File: config.mk
export PLATFORM = sky130hd
export DESIGN_NAME = rx_symbol_aligner
export DESIGN_NICKNAME = d
export VERILOG_FILES = /design/src/rtl/rx_symbol_aligner.sv
export SDC_FILE = /design/constraint.sdc
export NUM_CORES = 1
export LEC_CHECK = 0
export BUFFER_PORTS_ARGS = -buffer_cell sky130_fd_sc_hd__buf_2
export CAP_MARGIN = 30
export CORE_MARGIN = 5
export CORE_UTILIZATION = 50
export CTS_CLUSTER_DIAMETER = 80
export DETAILED_ROUTE_END_ITERATION = 16
export HOLD_SLACK_MARGIN = 0.03
export PLACE_DENSITY = 0.71
export REMOVE_ABC_BUFFERS = 1
export SYNTH_ARGS = -nofsm -noshare
export SYNTH_HDL_FRONTEND = slang
export SYNTH_SLANG_ARGS = --single-unit
File: constraint.sdc
create_clock -name Bit_Rate_Clk_10 -period 3.33 [get_ports Bit_Rate_Clk_10]
set_input_delay 0.1665 -clock Bit_Rate_Clk_10 [delete_from_list [all_inputs] [get_ports Bit_Rate_Clk_10]]
set_output_delay 0.1665 -clock Bit_Rate_Clk_10 [all_outputs]
set_load 0.03 [all_outputs]
File: src/rtl/rx_symbol_aligner.sv
// rx_symbol_aligner: comma-based 10-bit word aligner for the RX PCS path.
// Searches all ten bit offsets of a 20-bit window for K28.5 (either disparity),
// qualifies lock over LOCK_CNT consecutive same-offset commas, drops lock after
// MISALIGN_MAX consecutive off-offset commas, and emits aligned symbols.
//
// Ports:
//   Bit_Rate_Clk_10  in   symbol-rate clock
//   RST_n            in   synchronous active-low reset
//   Data_In[9:0]     in   unaligned deserializer word, bit 0 earliest
//   Data_In_Valid    in   Data_In carries a new word
//   Aligned_Data[9:0] out aligned symbol, bit 0 first bit
//   Data_Valid       out  Aligned_Data is an aligned symbol (locked)
//   Symbol_Lock      out  aligner is LOCKED
//   Comma_Det        out  Aligned_Data is K28.5 while Data_Valid
//   Align_Offset[3:0] out current bit offset (0..9)
// Optional (RX_ALIGN_STATS_EN defined):
//   Relock_Count[7:0]  out saturating count of LOCKED->UNLOCKED transitions
//   Comma_Count[15:0]  out saturating count of Comma_Det pulses

module rx_symbol_aligner #(
    parameter int unsigned LOCK_CNT     = 3,
    parameter int unsigned MISALIGN_MAX = 4,
    parameter logic [9:0]  COMMA_NEG    = 10'b0101111100
) (
    input  logic        Bit_Rate_Clk_10,
    input  logic        RST_n,
    input  logic [9:0]  Data_In,
    input  logic        Data_In_Valid,
    output logic [9:0]  Aligned_Data,
    output logic        Data_Valid,
    output logic        Symbol_Lock,
    output logic        Comma_Det,
    output logic [3:0]  Align_Offset
`ifdef RX_ALIGN_STATS_EN
    ,
    output logic [7:0]  Relock_Count,
    output logic [15:0] Comma_Count
`endif
);

    localparam int unsigned SYM_W = 10;
    localparam int unsigned WIN_W = 20;
    localparam int unsigned OFF_W = 4;
    localparam int unsigned CNT_W = 4;

    localparam logic [1:0] ST_UNLOCKED  = 2'd0;
    localparam logic [1:0] ST_CANDIDATE = 2'd1;
    localparam logic [1:0] ST_LOCKED    = 2'd2;

    logic [1:0]       state_q, state_d;
    logic [CNT_W-1:0] cnt_q, cnt_d;
    logic [CNT_W-1:0] miss_q, miss_d;
    logic [OFF_W-1:0] off_d;
    logic [SYM_W-1:0] prev_q, prev_d;

    logic [WIN_W-1:0] window;
    logic [SYM_W-1:0] hit_vec;
    logic             any_hit;
    logic             hit_at_off;
    logic [OFF_W-1:0] hit_off;

    logic [SYM_W-1:0] data_d;
    logic             dv_d;
    logic             cd_d;

    // Comma search over all ten candidate offsets; lowest offset wins.
    always_comb begin
        window  = {Data_In, prev_q};
        hit_vec = '0;
        hit_off = '0;
        for (int k = 0; k < int'(SYM_W); k++) begin
            hit_vec[k] = (window[k +: SYM_W] == COMMA_NEG) ||
                         (window[k +: SYM_W] == ~COMMA_NEG);
        end
        for (int k = int'(SYM_W) - 1; k >= 0; k--) begin
            if (hit_vec[k]) begin
                hit_off = OFF_W'(k);
            end
        end
        any_hit    = |hit_vec;
        hit_at_off = |(hit_vec & (SYM_W'(1) << Align_Offset));
    end

    // Next-state and registered-output values; everything holds on invalid cycles.
    always_comb begin
        state_d = state_q;
        cnt_d   = cnt_q;
        miss_d  = miss_q;
        off_d   = Align_Offset;
        prev_d  = prev_q;
        if (Data_In_Valid) begin
            prev_d = Data_In;
            case (state_q)
                ST_UNLOCKED: begin
                    if (any_hit) begin
                        off_d   = hit_off;
                        cnt_d   = CNT_W'(1);
                        state_d = (LOCK_CNT == 1) ? ST_LOCKED : ST_CANDIDATE;
                    end
                end
                ST_CANDIDATE: begin
                    if (hit_at_off) begin
                        cnt_d = cnt_q + CNT_W'(1);
                        if (cnt_d >= CNT_W'(LOCK_CNT)) begin
                            state_d = ST_LOCKED;
                        end
                    end else if (any_hit) begin
                        off_d = hit_off;
                        cnt_d = CNT_W'(1);
                    end
                end
                ST_LOCKED: begin
                    // Only a comma seen exclusively at another offset counts against lock.
                    if (any_hit && !hit_at_off) begin
                        miss_d = miss_q + CNT_W'(1);
                        if (miss_d >= CNT_W'(MISALIGN_MAX)) begin
                            state_d = ST_UNLOCKED;
                            cnt_d   = '0;
                            miss_d  = '0;
                        end
                    end else begin
                        miss_d = '0;
                    end
                end
                default: begin
                    state_d = ST_UNLOCKED;
                    cnt_d   = '0;
                    miss_d  = '0;
                end
            endcase
        end

        // Extract with the post-update offset so the locking comma is itself emitted.
        data_d = Data_In_Valid ? SYM_W'(window >> off_d) : Aligned_Data;
        dv_d   = Data_In_Valid && (state_d == ST_LOCKED);
        cd_d   = dv_d && ((data_d == COMMA_NEG) || (data_d == ~COMMA_NEG));
    end

    // State and output registers.
    always_ff @(posedge Bit_Rate_Clk_10) begin
        if (!RST_n) begin
            state_q      <= ST_UNLOCKED;
            cnt_q        <= '0;
            miss_q       <= '0;
            prev_q       <= '0;
            Align_Offset <= '0;
            Aligned_Data <= '0;
            Data_Valid   <= 1'b0;
            Comma_Det    <= 1'b0;
            Symbol_Lock  <= 1'b0;
        end else begin
            state_q      <= state_d;
            cnt_q        <= cnt_d;
            miss_q       <= miss_d;
            prev_q       <= prev_d;
            Align_Offset <= off_d;
            Aligned_Data <= data_d;
            Data_Valid   <= dv_d;
            Comma_Det    <= cd_d;
            Symbol_Lock  <= (state_d == ST_LOCKED);
        end
    end

`ifdef RX_ALIGN_STATS_EN
    // Saturating link-health counters.
    always_ff @(posedge Bit_Rate_Clk_10) begin
        if (!RST_n) begin
            Relock_Count <= '0;
            Comma_Count  <= '0;
        end else begin
            if ((state_q == ST_LOCKED) && (state_d == ST_UNLOCKED) &&
                (Relock_Count != 8'hFF)) begin
                Relock_Count <= Relock_Count + 8'd1;
            end
            if (cd_d && (Comma_Count != 16'hFFFF)) begin
                Comma_Count <= Comma_Count + 16'd1;
            end
        end
    end
`endif

endmodule

Word-level counts from Yosys, hierarchy flattened
Index checks and enable logic that the tools add are counted.
- div/mod/pow operators: 0
- mux-type cells: 30
- shift-type cells: 2
- reductions and logical operators: 21
- add/subtract/negate cells: 2
- multipliers: 0
- equal/unequal tests: 27
- magnitude comparators: 2
- bitwise logic cells: 2
- operators with widths (kind ; count):
    10-bit == test, second input constant ; 11
    10-bit by 9-bit == test with 1-bit output, second input constant ; 11
    4-bit two-way mux ; 19
    10-bit OR reduction ; 2
    20-bit by 4-bit right shift with 10-bit output ; 1
    4-bit case mux with 2 select lines ; 2
    2-bit two-way mux ; 6
    4-bit case mux with 3 select lines ; 1
    1-bit logical OR ; 11
    10-bit bitwise AND ; 1
    10-bit two-way mux ; 1
    1-bit by 4-bit << shifter with 10-bit output, first input constant ; 1
    4-bit by 1-bit adder with 4-bit output, second input constant ; 2
    2-bit case mux with 3 select lines ; 1
    2-bit == test, second input constant ; 2
    4-bit by 2-bit greater-or-equal comparator with 1-bit output, second input constant ; 1
    4-bit by 3-bit greater-or-equal comparator with 1-bit output, second input constant ; 1
    2-bit inequality test, second input constant ; 2
    1-bit logical AND ; 3
    3-bit AND reduction ; 1
    2-bit by 1-bit == test with 1-bit output, second input constant ; 1
    2-bit zero test ; 1
    2-bit AND reduction ; 1
    2-bit OR reduction ; 1
    other kinds (2) ; 2
- memories kept: 0
- word-level logic and storage cells: 95
- bits in read-only memories: 0
- output and inout port bits: 17
- register bits: 37
- memory bits (writable): 0
- bits in latches: 0
- input bits: 13

Logic depth before layout (Yosys ltp)
Gate-level depths: netlist of the first run.
- depth in word-level cells: 21
- mapped depth: 17

Worst setup path after synthesis of the first run
Ideal clock, no wire load.
- path type: reg-to-reg
- from: reg prev_q[3]
- to: reg Comma_Det
- required time: 3.255 ns
- setup time: 0.075 ns
- buffers on the path: 0
- setup slack: -0.273 ns
- period minus slack after synthesis: 3.603 ns
- arrival: 3.529 ns
- stages on the path, launching flop included: 14
- path through: dfxtp_1 > nor4_1 > nand2_1 > o32a_1 > a31o_1 > nor4b_4 > o211ai_2 > o21ai_4 > mux4_2 > a21oi_1 > o2111ai_1 > a2111oi_2 > nand4bb_1 > o22ai_1
- longest elaborated chain between the ends: 15
- RTL lines (what ; RTL line ; RTL):
    from (decl) ; 54 ; logic [SYM_W-1:0] prev_q, prev_d;
    from (signal assigned) ; 155 ; prev_q <= prev_d;
    10-bit by 9-bit == test with 1-bit output or 10-bit == test (tied branches) ; 72, 73 ;
    1-bit logical OR ; 72 ; hit_vec[k] = (window[k +: SYM_W] == COMMA_NEG) ||
    4-bit two-way mux (4 in series) ; 76 ; if (hit_vec[k]) begin
    4-bit two-way mux ; 95, 107 ;
    4-bit two-way mux ; 102 ; if (hit_at_off) begin
    4-bit case mux with 2 select lines ; 93 ; case (state_q)
    4-bit two-way mux ; 91 ; if (Data_In_Valid) begin
    20-bit by 4-bit right shift with 10-bit output ; 134 ; data_d = Data_In_Valid ? SYM_W'(window >> off_d) : Aligned_Data;
    10-bit two-way mux ; 134 ;
    10-bit by 9-bit == test with 1-bit output or 10-bit == test (tied branches) ; 136 ; cd_d = dv_d && ((data_d == COMMA_NEG) || (data_d == ~COMMA_NEG));
    1-bit logical OR ; 136 ;
    1-bit logical AND (*) ; 136 ;
    to (signal assigned) ; 149 ; Comma_Det <= 1'b0;
    to (signal assigned) ; 159 ; Comma_Det <= cd_d;
    to (decl) ; 32 ; output logic Comma_Det,
Every way passes the cells marked *; elsewhere a longest branch is shown, timed or not.
A chain may end at the register's enable or synchronous reset.

Final worst setup path of the first run
Ends and elaborated chain as after synthesis.

==> run summary, run 1 <==
Worst EP required - 3.57 ns
Largest stage delay, worst path - 0.38 ns
Final Util - 82.2%
Sink Count - 37
Clock buffer depth - 2
Violations in the final reports - setup timing
Max-slew violation count - 0
I/O pins - 30
Vias in the first global route - 4915
Max H-tree Level - 2
Port-buffer cells - 29
Sw Share - 33.1%
CTS tree - built
CP endpoint kind - register
Initial detailed-routing violation count - 741
Worst skew pair latency - 0.32 ns
Antenna Violating Nets Remaining - 0
Ys flop type - dfxtp_1
Register area share after synthesis - 19.0%
GP Congestion - 1.02
Post-synth EDFFs - 0
Area grow syn2layout - 61.4%
Final cycle utilization of the critical path - 123%
Post-cts hold buffer count - 0
Synth warnings - 0
Final setup vio count - 11
Worst EP arrival - 4.33 ns
Total routed wirelength - 19.6 mm
Critical path class - register to register
HP Class - input port to register
Switching Power - 0.000439 W
Number of detailed-route iterations in the first pass - 7
Layout cells sized above 1 - 51.1%
HPWL after DPL - 11.0 mm
Peak VDD IR - 0.000247 V
Unrepaired setup endpoints after global routing - yes
Fillers - 390
Asr flop ratio synth - 0%
Die H - 98.2 um
Clock share of power - 32.1%
Dpl cells - 745
Total negative slack - -4.76 ns
Total GRT Usage - 32.3%
Die Area - 0.00965 mm2
Seq cells post-synth - 37
CP dominant cell by count - buf_4
Unique masters post-synth - 87
Number of max-cap violations - 0
Final hold viol count - 0
Synth Cell Area - 0.00389 mm2
Fin crit period - 4.09 ns
Startpoint Class - register
Setup WS post-layout - -0.761 ns
Clock skew - 0.0124 ns
GR Overflow Total - 0
Reg power frac - 36.3%
WL/cell - 25.0 um
Cts bufs inserted - 5
Starting density of the core - 50.9%
Number of diodes - 0
Drt drc - 0
Detailed-route via count - 5662
Routed vias/inst - 7.19
Logic pwr share - 31.7%
Num rows - 32
Most frequent cells in the layout - 166 x buf_4, 61 x nor2_1, 43 x nand2_1
Buf/Inv on CP - 3
Chip Width - 98.2 um
Final Instance Count excl. Fillers - 787
Status - finished, violations left
Antenna violations before repair - 0
Pleak - 2.58 nW
Commonest non-fill, non-tap cell in the layout - buf_4
Critical path peak fanout - 6
Rel. slew slack - 35.4%
Worst slew pin tran - 0.963 ns
Core area - 0.00765 mm2
Internal power - 0.000889 W
Gate Count Post-Synth - 503
Critical-path cell list - nor4_2 -> nand2_1 -> o32a_1 -> a31o_1 -> nor4b_4 -> buf_4 -> o21a_4 -> o21ai_4 -> buf_6 -> mux2i_1 -> mux2_2 -> o211ai_2 -> buf_4 -> a21boi_1 -> nand4_1 -> o22ai_1
Post-route total power - 0.00133 W
Synthesized area per cell - 7.74 um2
Nets@finish - 700
CTS root buf - clkbuf_8
Clock transition at path regs - 0.08 ns
Fmax - 244 MHz
Pwr dens - 211 mW/mm2
First-pass GRT wire length - 25.5 mm
Largest net degree at the start of global routing - 30
Slowest CP cell - o32a_1
Crit path max-delay family - compound AO/OA/AOI/OAI gates
==> power groups by stage <==
stage / Sequential, W / Clock [W] / Combinational, W
after floorplan: 0.000507 / 0 / 0.000117
after global placement: 0.000484 / 0 / 0.000302
after detailed placement: 0.000486 / 0 / 0.000308
after CTS: 0.000477 / 0.000417 / 0.000346
after global routing: 0.000483 / 0.000443 / 0.000435
final: 0.000481 / 0.000426 / 0.000420
==> timing repair <==
item,in CTS,in global routing
pin swaps,25,39
resized for setup,68,89
hold endpoints to repair,0,0
setup buffers,15,19
endpoints found under the setup margin,12,12
gates cloned,0,1
==> logic make-up (layout without fill, tap and decap cells) <==
kind of cell,count (synthesis),in the layout,share of synthesized area (%)
flip-flops,37,37,19.0
multiplexers,35,35,11.1
AO/OA/AOI/OAI,138,138,28.5
buffers and inverters,56,238,6.88
AND/OR/NAND/NOR,234,234,33.5
adder cells (fa/ha/maj),3,3,0.964
==> final timing paths <==
| path | startpoint | end | slack (ns) | depth (start not counted) |
|---|---|---|---|---|
| min | Data_In[7] | prev_q[7]$_SDFFE_PN0P_ | 0.19 | 3 |
| min reg2reg | cnt_q[3]$_SDFFE_PN0P_ | cnt_q[3]$_SDFFE_PN0P_ | 0.51 | 2 |
| max | prev_q[3]$_SDFFE_PN0P_ | Comma_Det$_SDFF_PN0_ | -0.76 | 16 |
| max reg2reg | prev_q[3]$_SDFFE_PN0P_ | Comma_Det$_SDFF_PN0_ | -0.76 | 16 |
==> tightest hold or removal path, cell delays in order <==
cell     delay (ns)
buf_2          0.15
mux2i_1        0.09
nor2_1         0.07
==> stage by stage <==
stage | hold WS, ns | setup slack (ns) | area, um2
final | 0.189 | -0.761 | 6280
after global routing | 0.204 | -0.927 | 6280
after CTS | 0.179 | -0.466 | 5700
after detailed placement | 0.475 | -0.726 | 5140
after global placement | 0.470 | -0.615 | 5140
after floorplan | 0.288 | -1.27 | 3670
==> flip-flops by register name (all words and copies together), names as in the netlist <==
name,count
state_q,2
Data_Valid,1
Symbol_Lock,1
cnt_q,4
Aligned_Data,10
Align_Offset,4
prev_q,10
miss_q,4
Comma_Det,1
==> Yosys cell counts (all sizes together), types with 9 or more instances <==
library cell | n | area (um2)
nor2 | 67 | 251
nand2 | 45 | 169
dfxtp | 37 | 741
mux2i | 27 | 274
buf | 25 | 151
clkbuf | 19 | 71.3
nand3 | 18 | 90.1
a21oi | 17 | 85.1
nand4 | 15 | 100
and2 | 14 | 87.6
o211ai | 13 | 108
o21ai | 12 | 75.1
nor3 | 11 | 60.1
a22oi | 9 | 67.6
a31oi | 9 | 56.3
inv | 9 | 33.8
==> layout make-up <==
type                            instances  area (um2)  area share (%)
Inverter                               12        45.0           0.717
Tap cell                              102         128            2.03
Sequential cell                        37         759            12.1
Clock inverter                          1        30.0           0.478
Multi-Input combinational cell        410        3550            56.5
Clock buffer                            7        86.3            1.37
Timing Repair Buffer                  218        1680            26.8
==> routing by layer <==
metal  GRT usage [%]  vias up  wire length [um]
met5               0        -                 0
met4            12.7        0              1590
met3            7.57      194              2420
met2            50.8      528              8730
met1            42.8     2628              6910
li1                -     2312                 -
Note: power is estimated with default switching activity, not from simulation.
==> run 2, diff against run 1 <==
--- a/config.mk
+++ b/config.mk
@@ -5,8 +5,7 @@
 export SDC_FILE = /design/constraint.sdc
 export NUM_CORES = 1
 export LEC_CHECK = 0
-export BUFFER_PORTS_ARGS = -buffer_cell sky130_fd_sc_hd__buf_2
-export CAP_MARGIN = 30
+export BUFFER_PORTS_ARGS = -buffer_cell sky130_fd_sc_hd__buf_4
 export CORE_MARGIN = 5
 export CORE_UTILIZATION = 50
 export CTS_CLUSTER_DIAMETER = 80
==> run 2 against run 1 <==
The run still ends with setup timing left. Sequential power about the same. Critical path depth decreased by 1. Register-to-register slack got worse by 0.27 ns. Largest power group unchanged. Combinational power increased by 1%. Global-route usage increased by 3.4 points. Fmax decreased by 6.1%. Count of clock-buffer cells in the layout decreased by 1.
==> run summary, run 2 (synthesis results as in run 1) <==
CTS tree - built
GR Overflow Total - 0 (unchanged)
Num rows - 32 (unchanged)
Largest regs - Aligned_Data (10), prev_q (10)
Vias in the first global route - 5472 (+11%)
CP endpoint kind - register
Slowest CP cell - nor3_1
Critical-path cell list - nor4_4 -> nand2_1 -> o32a_1 -> a31o_1 -> buf_4 -> nor3_1 -> o21ai_1 -> buf_4 -> a31oi_1 -> a211oi_2 -> nor3_1 -> o31ai_1 -> a2111oi_4 -> nand4bb_1 -> o22ai_1
Largest stage delay, worst path - 0.50 ns (+0.12 ns)
Core area - 0.00765 mm2 (unchanged)
Startpoint Class - register
Fin crit period - 4.36 ns (+0.266 ns)
Worst EP required - 3.56 ns (about the same)
Dpl cells - 734 (-1.5%)
Chip Width - 98.2 um (unchanged)
Final Util - 85.0% (+2.8 points)
HPWL after DPL - 11.2 mm (+1.1%)
Area grow syn2layout - 67.0%
First-pass GRT wire length - 28.0 mm (+9.8%)
Commonest non-fill, non-tap cell in the layout - buf_4
Final Instance Count excl. Fillers - 795 (+1.0%)
Critical path peak fanout - 5 (-1)
I/O pins - 30 (unchanged)
WL/cell - 26.5 um (+6.0%)
Sink Count - 37 (unchanged)
Total GRT Usage - 35.7% (+3.4 points)
Pwr dens - 190 mW/mm2 (-10%)
GP Congestion - 1.06 (+3.8%)
Clock transition at path regs - 0.08 ns (about the same)
Antenna violations before repair - 0 (unchanged)
Final cycle utilization of the critical path - 131% (+8.0 points)
Worst skew pair latency - 0.30 ns (-0.02 ns)
Port-buffer cells - 29 (unchanged)
Layout cells sized above 1 - 51.5% (+0.42 points)
Unrepaired setup endpoints after global routing - yes
Number of max-cap violations - 0 (unchanged)
Number of diodes - 0 (unchanged)
Nets@finish - 709 (+1.3%)
Routed vias/inst - 7.55 (+5.0%)
Starting density of the core - 50.9% (unchanged)
Total routed wirelength - 21.0 mm (+7.1%)
Clock skew - 0.00960 ns (-0.00283 ns)
Final setup vio count - 12 (+1)
Die H - 98.2 um (unchanged)
Final hold slack - 0.185 ns (-0.00401 ns)
Critical path class - register to register
HP Class - input port to register
Final hold viol count - 0 (unchanged)
Worst EP arrival - 4.59 ns (+0.26 ns)
Max-slew violation count - 0 (unchanged)
Cts bufs inserted - 5 (unchanged)
Drt drc - 0 (unchanged)
Fillers - 357 (-8.5%)
Buf/Inv on CP - 2 (-1)
Post-cts hold buffer count - 0 (unchanged)
CTS root buf - clkbuf_8
Pleak - 2.66 nW (+2.9%)
Most frequent cells in the layout - 192 x buf_4, 61 x nor2_1, 41 x nand2_1
Rel. slew slack - 33.9% (-1.5 points)
Largest net degree at the start of global routing - 30 (unchanged)
Crit path max-delay family - compound AO/OA/AOI/OAI gates
Violations in the final reports - setup timing
Max H-tree Level - 2 (unchanged)
Fmax - 229 MHz (-6.1%)
Setup WS post-layout - -1.03 ns (-0.266 ns)
Status - finished, violations left
Detailed-route via count - 6006 (+6.1%)
Die Area - 0.00965 mm2 (unchanged)
Worst slew pin tran - 0.985 ns (+0.0226 ns)
Antenna Violating Nets Remaining - 0 (unchanged)
Post-route total power - 0.00123 W (-7.1%)
Initial detailed-routing violation count - 1035 (+40%)
Number of detailed-route iterations in the first pass - 6 (-1)
Peak VDD IR - 0.000207 V (-16%)
Clock buffer depth - 2 (unchanged)
-- run 2: changes by cell type in the layout (fill, tap and decap cells not counted), moves of 3 or more --
cell,delta
buf_2,-29
buf_4,+26
buf_6,+9
dfxtp_2,-3
dfxtp_4,+3
mux2i_2,-3
mux2i_4,+4
-- run 2: area by class of cell --
class,instances,area [um2],area share [%]
multi-input combinational,410,3570,55.0
timing repair buffer,227,1910,29.3
sequential,37,767,11.8
tap,102,128,1.96
clock buffer,6,72.6,1.12
inverter,12,45.0,0.693
clock inverter,1,8.76,0.135
-- run 2: power breakdown --
part / total (W) / internal (W) / switching, W
clock: 0.000324 / 0.000145 / 0.000179
combinational: 0.000426 / 0.000193 / 0.000232
sequential: 0.000484 / 0.000457 / 0.0000273
-- run 2: what timing repair did --
item                                    4_1_cts  5_1_grt
cloned                                        2        0
pin swaps                                    44       43
resized for setup                            97       80
buffers inserted                             36       20
endpoints found under the setup margin       11       16
-- run 2: worst paths after layout --
check,slack [ns],startpoint,cells after the start,endpoint
min,0.19,RST_n,2,Aligned_Data[1]$_SDFF_PN0_
max reg2reg,-1.03,prev_q[4]$_SDFFE_PN0P_,15,Comma_Det$_SDFF_PN0_
min reg2reg,0.51,miss_q[2]$_SDFFE_PN0P_,1,miss_q[2]$_SDFFE_PN0P_
max,-1.03,prev_q[4]$_SDFFE_PN0P_,15,Comma_Det$_SDFF_PN0_
-- run 2: per-layer routing --
metal,up-vias,global-route usage (%),part of all wire [%]
met5,-,0,0
met4,0,21.1,9.6
met3,235,7.86,13
met2,675,59.3,43
met1,2762,42.2,34
li1,2334,-,-
-- run 2: through the flow --
step	worst slack (ns)	TNS, ns	instance area (um2)
after floorplan	-1.27	-7.48	3670
after CTS	-0.373	-2.18	5990
after detailed placement	-0.759	-5.39	5140
final	-1.03	-6.46	6500
after global routing	-1.11	-7.70	6500
after global placement	-0.654	-4.55	5140
==> run 3, diff against run 2 <==
--- a/config.mk
+++ b/config.mk
@@ -7,11 +7,10 @@
 export LEC_CHECK = 0
 export BUFFER_PORTS_ARGS = -buffer_cell sky130_fd_sc_hd__buf_4
 export CORE_MARGIN = 5
-export CORE_UTILIZATION = 50
+export CORE_UTILIZATION = 25
 export CTS_CLUSTER_DIAMETER = 80
 export DETAILED_ROUTE_END_ITERATION = 16
 export HOLD_SLACK_MARGIN = 0.03
-export PLACE_DENSITY = 0.71
 export REMOVE_ABC_BUFFERS = 1
 export SYNTH_ARGS = -nofsm -noshare
 export SYNTH_HDL_FRONTEND = slang
==> run 3 against run 2 <==
The flow still finishes with violations (setup timing). Hold slack improved by 0.00061 ns. Design area fell by 2.9%. Clock power rose by 64%. Via count fell by 17%. Clock skew fell by 0.0056 ns. Combinational power fell by 12%. First-iteration DRC count fell by 60%. Sequential share of layout area rose by 0.27 points. Fmax rose by 10%.
==> run summary, run 3 (synthesis results as in run 1) <==
Status - finished, violations left
Violations in the final reports - setup timing
Fillers - 1498 (+320%)
Multi-input gate area - 0.00332 mm2 (-7.1%)
Final Util - 41.4% (-44 points)
Starting density of the core - 25.5% (-25 points)
Number of diodes - 0 (unchanged)
Nets@finish - 697 (-1.7%)
HPWL after DPL - 12.4 mm (+11%)
Pleak - 2.59 nW (-2.6%)
Number of max-cap violations - 0 (unchanged)
Unrepaired setup endpoints after global routing - yes
Die Area - 0.0182 mm2 (+88%)
Drt drc - 0 (unchanged)
FF/Latch Area - 762 um2 (-0.65%)
Sink Count - 37 (unchanged)
Critical path class - register to register
Cts bufs inserted - 5 (unchanged)
Clock buffer depth - 2 (unchanged)
HP Class - input port to register
Crit Reg-Reg Startpoint - prev_q[4]$_SDFFE_PN0P_
RR Endpoint - Comma_Det$_SDFF_PN0_
Final hold slack - 0.186 ns (+0.000609 ns)
Worst EP arrival - 4.16 ns (-0.43 ns)
Critical Path Source - prev_q[4]$_SDFFE_PN0P_
Critical Path Sink - Comma_Det$_SDFF_PN0_
Commonest non-fill, non-tap cell in the layout - buf_4
Clock skew - 0.00401 ns (-0.00559 ns)
Core area - 0.0153 mm2 (+100%)
Setup WS post-layout - -0.629 ns (+0.399 ns)
Total GRT Usage - 18.0% (-18 points)
Layout cells sized above 1 - 47.0% (-4.5 points)
Largest regs - Aligned_Data (10), prev_q (10)
Chip Width - 135 um (+37%)
Initial detailed-routing violation count - 412 (-60%)
Worst EP required - 3.54 ns (-0.02 ns)
Pre-CTS setup slack - -0.688 ns (+0.0714 ns)
Routed vias/inst - 5.61 (-26%)
I/O pins - 30 (unchanged)
Final hold viol count - 0 (unchanged)
Die H - 135 um (+37%)
Pwr dens - 220 mW/mm2 (+16%)
Largest net degree at the start of global routing - 30 (unchanged)
Reg2reg path depth - 17 (+2)
Max-slew violation count - 0 (unchanged)
Startpoint Class - register
Worst skew pair latency - 0.28 ns (-0.02 ns)
Total negative slack - -3.52 ns (+2.94 ns)
Worst slew pin tran - 0.543 ns (-0.443 ns)
Vias in the first global route - 5113 (-6.6%)
Fin crit period - 3.96 ns (-0.399 ns)
CP endpoint kind - register
Number of detailed-route iterations in the first pass - 5 (-1)
WL/cell - 18.7 um (-29%)
Dpl cells - 865 (+18%)
Fmax - 253 MHz (+10%)
Antenna violations before repair - 0 (unchanged)
Peak VDD IR - 0.000146 V (-29%)
Area grow syn2layout - 62.2%
Max H-tree Level - 2 (unchanged)
Register-to-register setup slack - -0.63 ns (+0.40 ns)
Detailed-route via count - 5000 (-17%)
Final setup vio count - 11 (-1)
CTS tree - built
GP Congestion - 0.950 (-10%)
Most frequent cells in the layout - 196 x buf_4, 65 x nor2_1, 44 x nand2_1
Clock transition at path regs - 0.05 ns (-0.03 ns)
Num rows - 45 (+41%)
Total routed wirelength - 16.7 mm (-21%)
First-pass GRT wire length - 26.7 mm (-4.8%)
Final Instance Count excl. Fillers - 892 (+12%)
Port-buffer cells - 29 (unchanged)
Final cycle utilization of the critical path - 119% (-12 points)
Rel. slew slack - 63.6% (+30 points)
Antenna Violating Nets Remaining - 0 (unchanged)
Critical path peak fanout - 6 (+1)
CTS root buf - clkbuf_16
GR Overflow Total - 0 (unchanged)
run 3: cell count changes in the layout (fill, tap and decap cells not counted), sizes merged:
cell    previous run  this run
buf              227       214
bufbuf             0         1
bufinv             0         1
clkbuf             6         5
run 3: power breakdown:
group | internal (W) | switching [W] | total [W]
clock network | 0.000348 | 0.000184 | 0.000531
logic | 0.000180 | 0.000195 | 0.000375
registers | 0.000458 | 0.0000235 | 0.000482
run 3: worst min path at each step:
| stage | start | endpoint | slack [ns] | depth (start not counted) |
|---|---|---|---|---|
| floorplan | RST_n | Aligned_Data[1]$_SDFF_PN0_ | 0.29 | 1 |
| global placement | RST_n | Aligned_Data[5]$_SDFF_PN0_ | 0.47 | 2 |
| detailed placement | RST_n | Aligned_Data[8]$_SDFF_PN0_ | 0.47 | 2 |
| CTS | RST_n | Aligned_Data[5]$_SDFF_PN0_ | 0.18 | 2 |
| global route | RST_n | Aligned_Data[9]$_SDFF_PN0_ | 0.21 | 3 |
| finish | RST_n | Aligned_Data[5]$_SDFF_PN0_ | 0.19 | 2 |
run 3: repair_timing:
| action | CTS | global route |
|---|---|---|
| gates resized for setup | 88 | 18 |
| endpoints found under the setup margin | 11 | 11 |
| hold buffers | 0 | 0 |
| setup buffers | 17 | 2 |
| gates cloned | 1 | 0 |
| pin swaps | 29 | 8 |
run 3: area by class of cell:
| type | count | area share (%) |
|---|---|---|
| Clock buffer | 5 | 1.98 |
| Clock inverter | 2 | 0.555 |
| Inverter | 12 | 0.713 |
| Multi-Input combinational cell | 410 | 52.6 |
| Sequential cell | 37 | 12.1 |
| Tap cell | 211 | 4.18 |
| Timing Repair Buffer | 215 | 27.9 |
run 3: worst max-delay path, stage by stage (launching register included):
cell and delay [ns]:
dfxtp_4 0.37, buf_6 0.14, nor4bb_2 0.36, and4_1 0.30
nor3_2 0.08, a211o_1 0.29, nor4b_4 0.25, buf_6 0.17
o211ai_1 0.08, buf_4 0.16, o21ai_4 0.14, mux2i_4 0.37
a221oi_2 0.11, buf_4 0.16, or4_4 0.50, o221ai_4 0.10
nand4b_1 0.13, o22ai_1 0.18
run 3: per-layer routing:
metal	vias to the layer above	GRT usage (%)	routed length [um]
li1	2300	-	-
met1	2394	22.5	6890
met2	235	30.8	8040
met3	71	2.53	1020
met4	0	7.92	738
met5	-	0	0
run 3: stage by stage:
step	cell area [um2]	total power, W
after global routing	6310	0.00144
final	6310	0.00139
after detailed placement	5480	0.000807
after CTS	6210	0.00138
after global placement	5480	0.000806
after floorplan	3670	0.000623
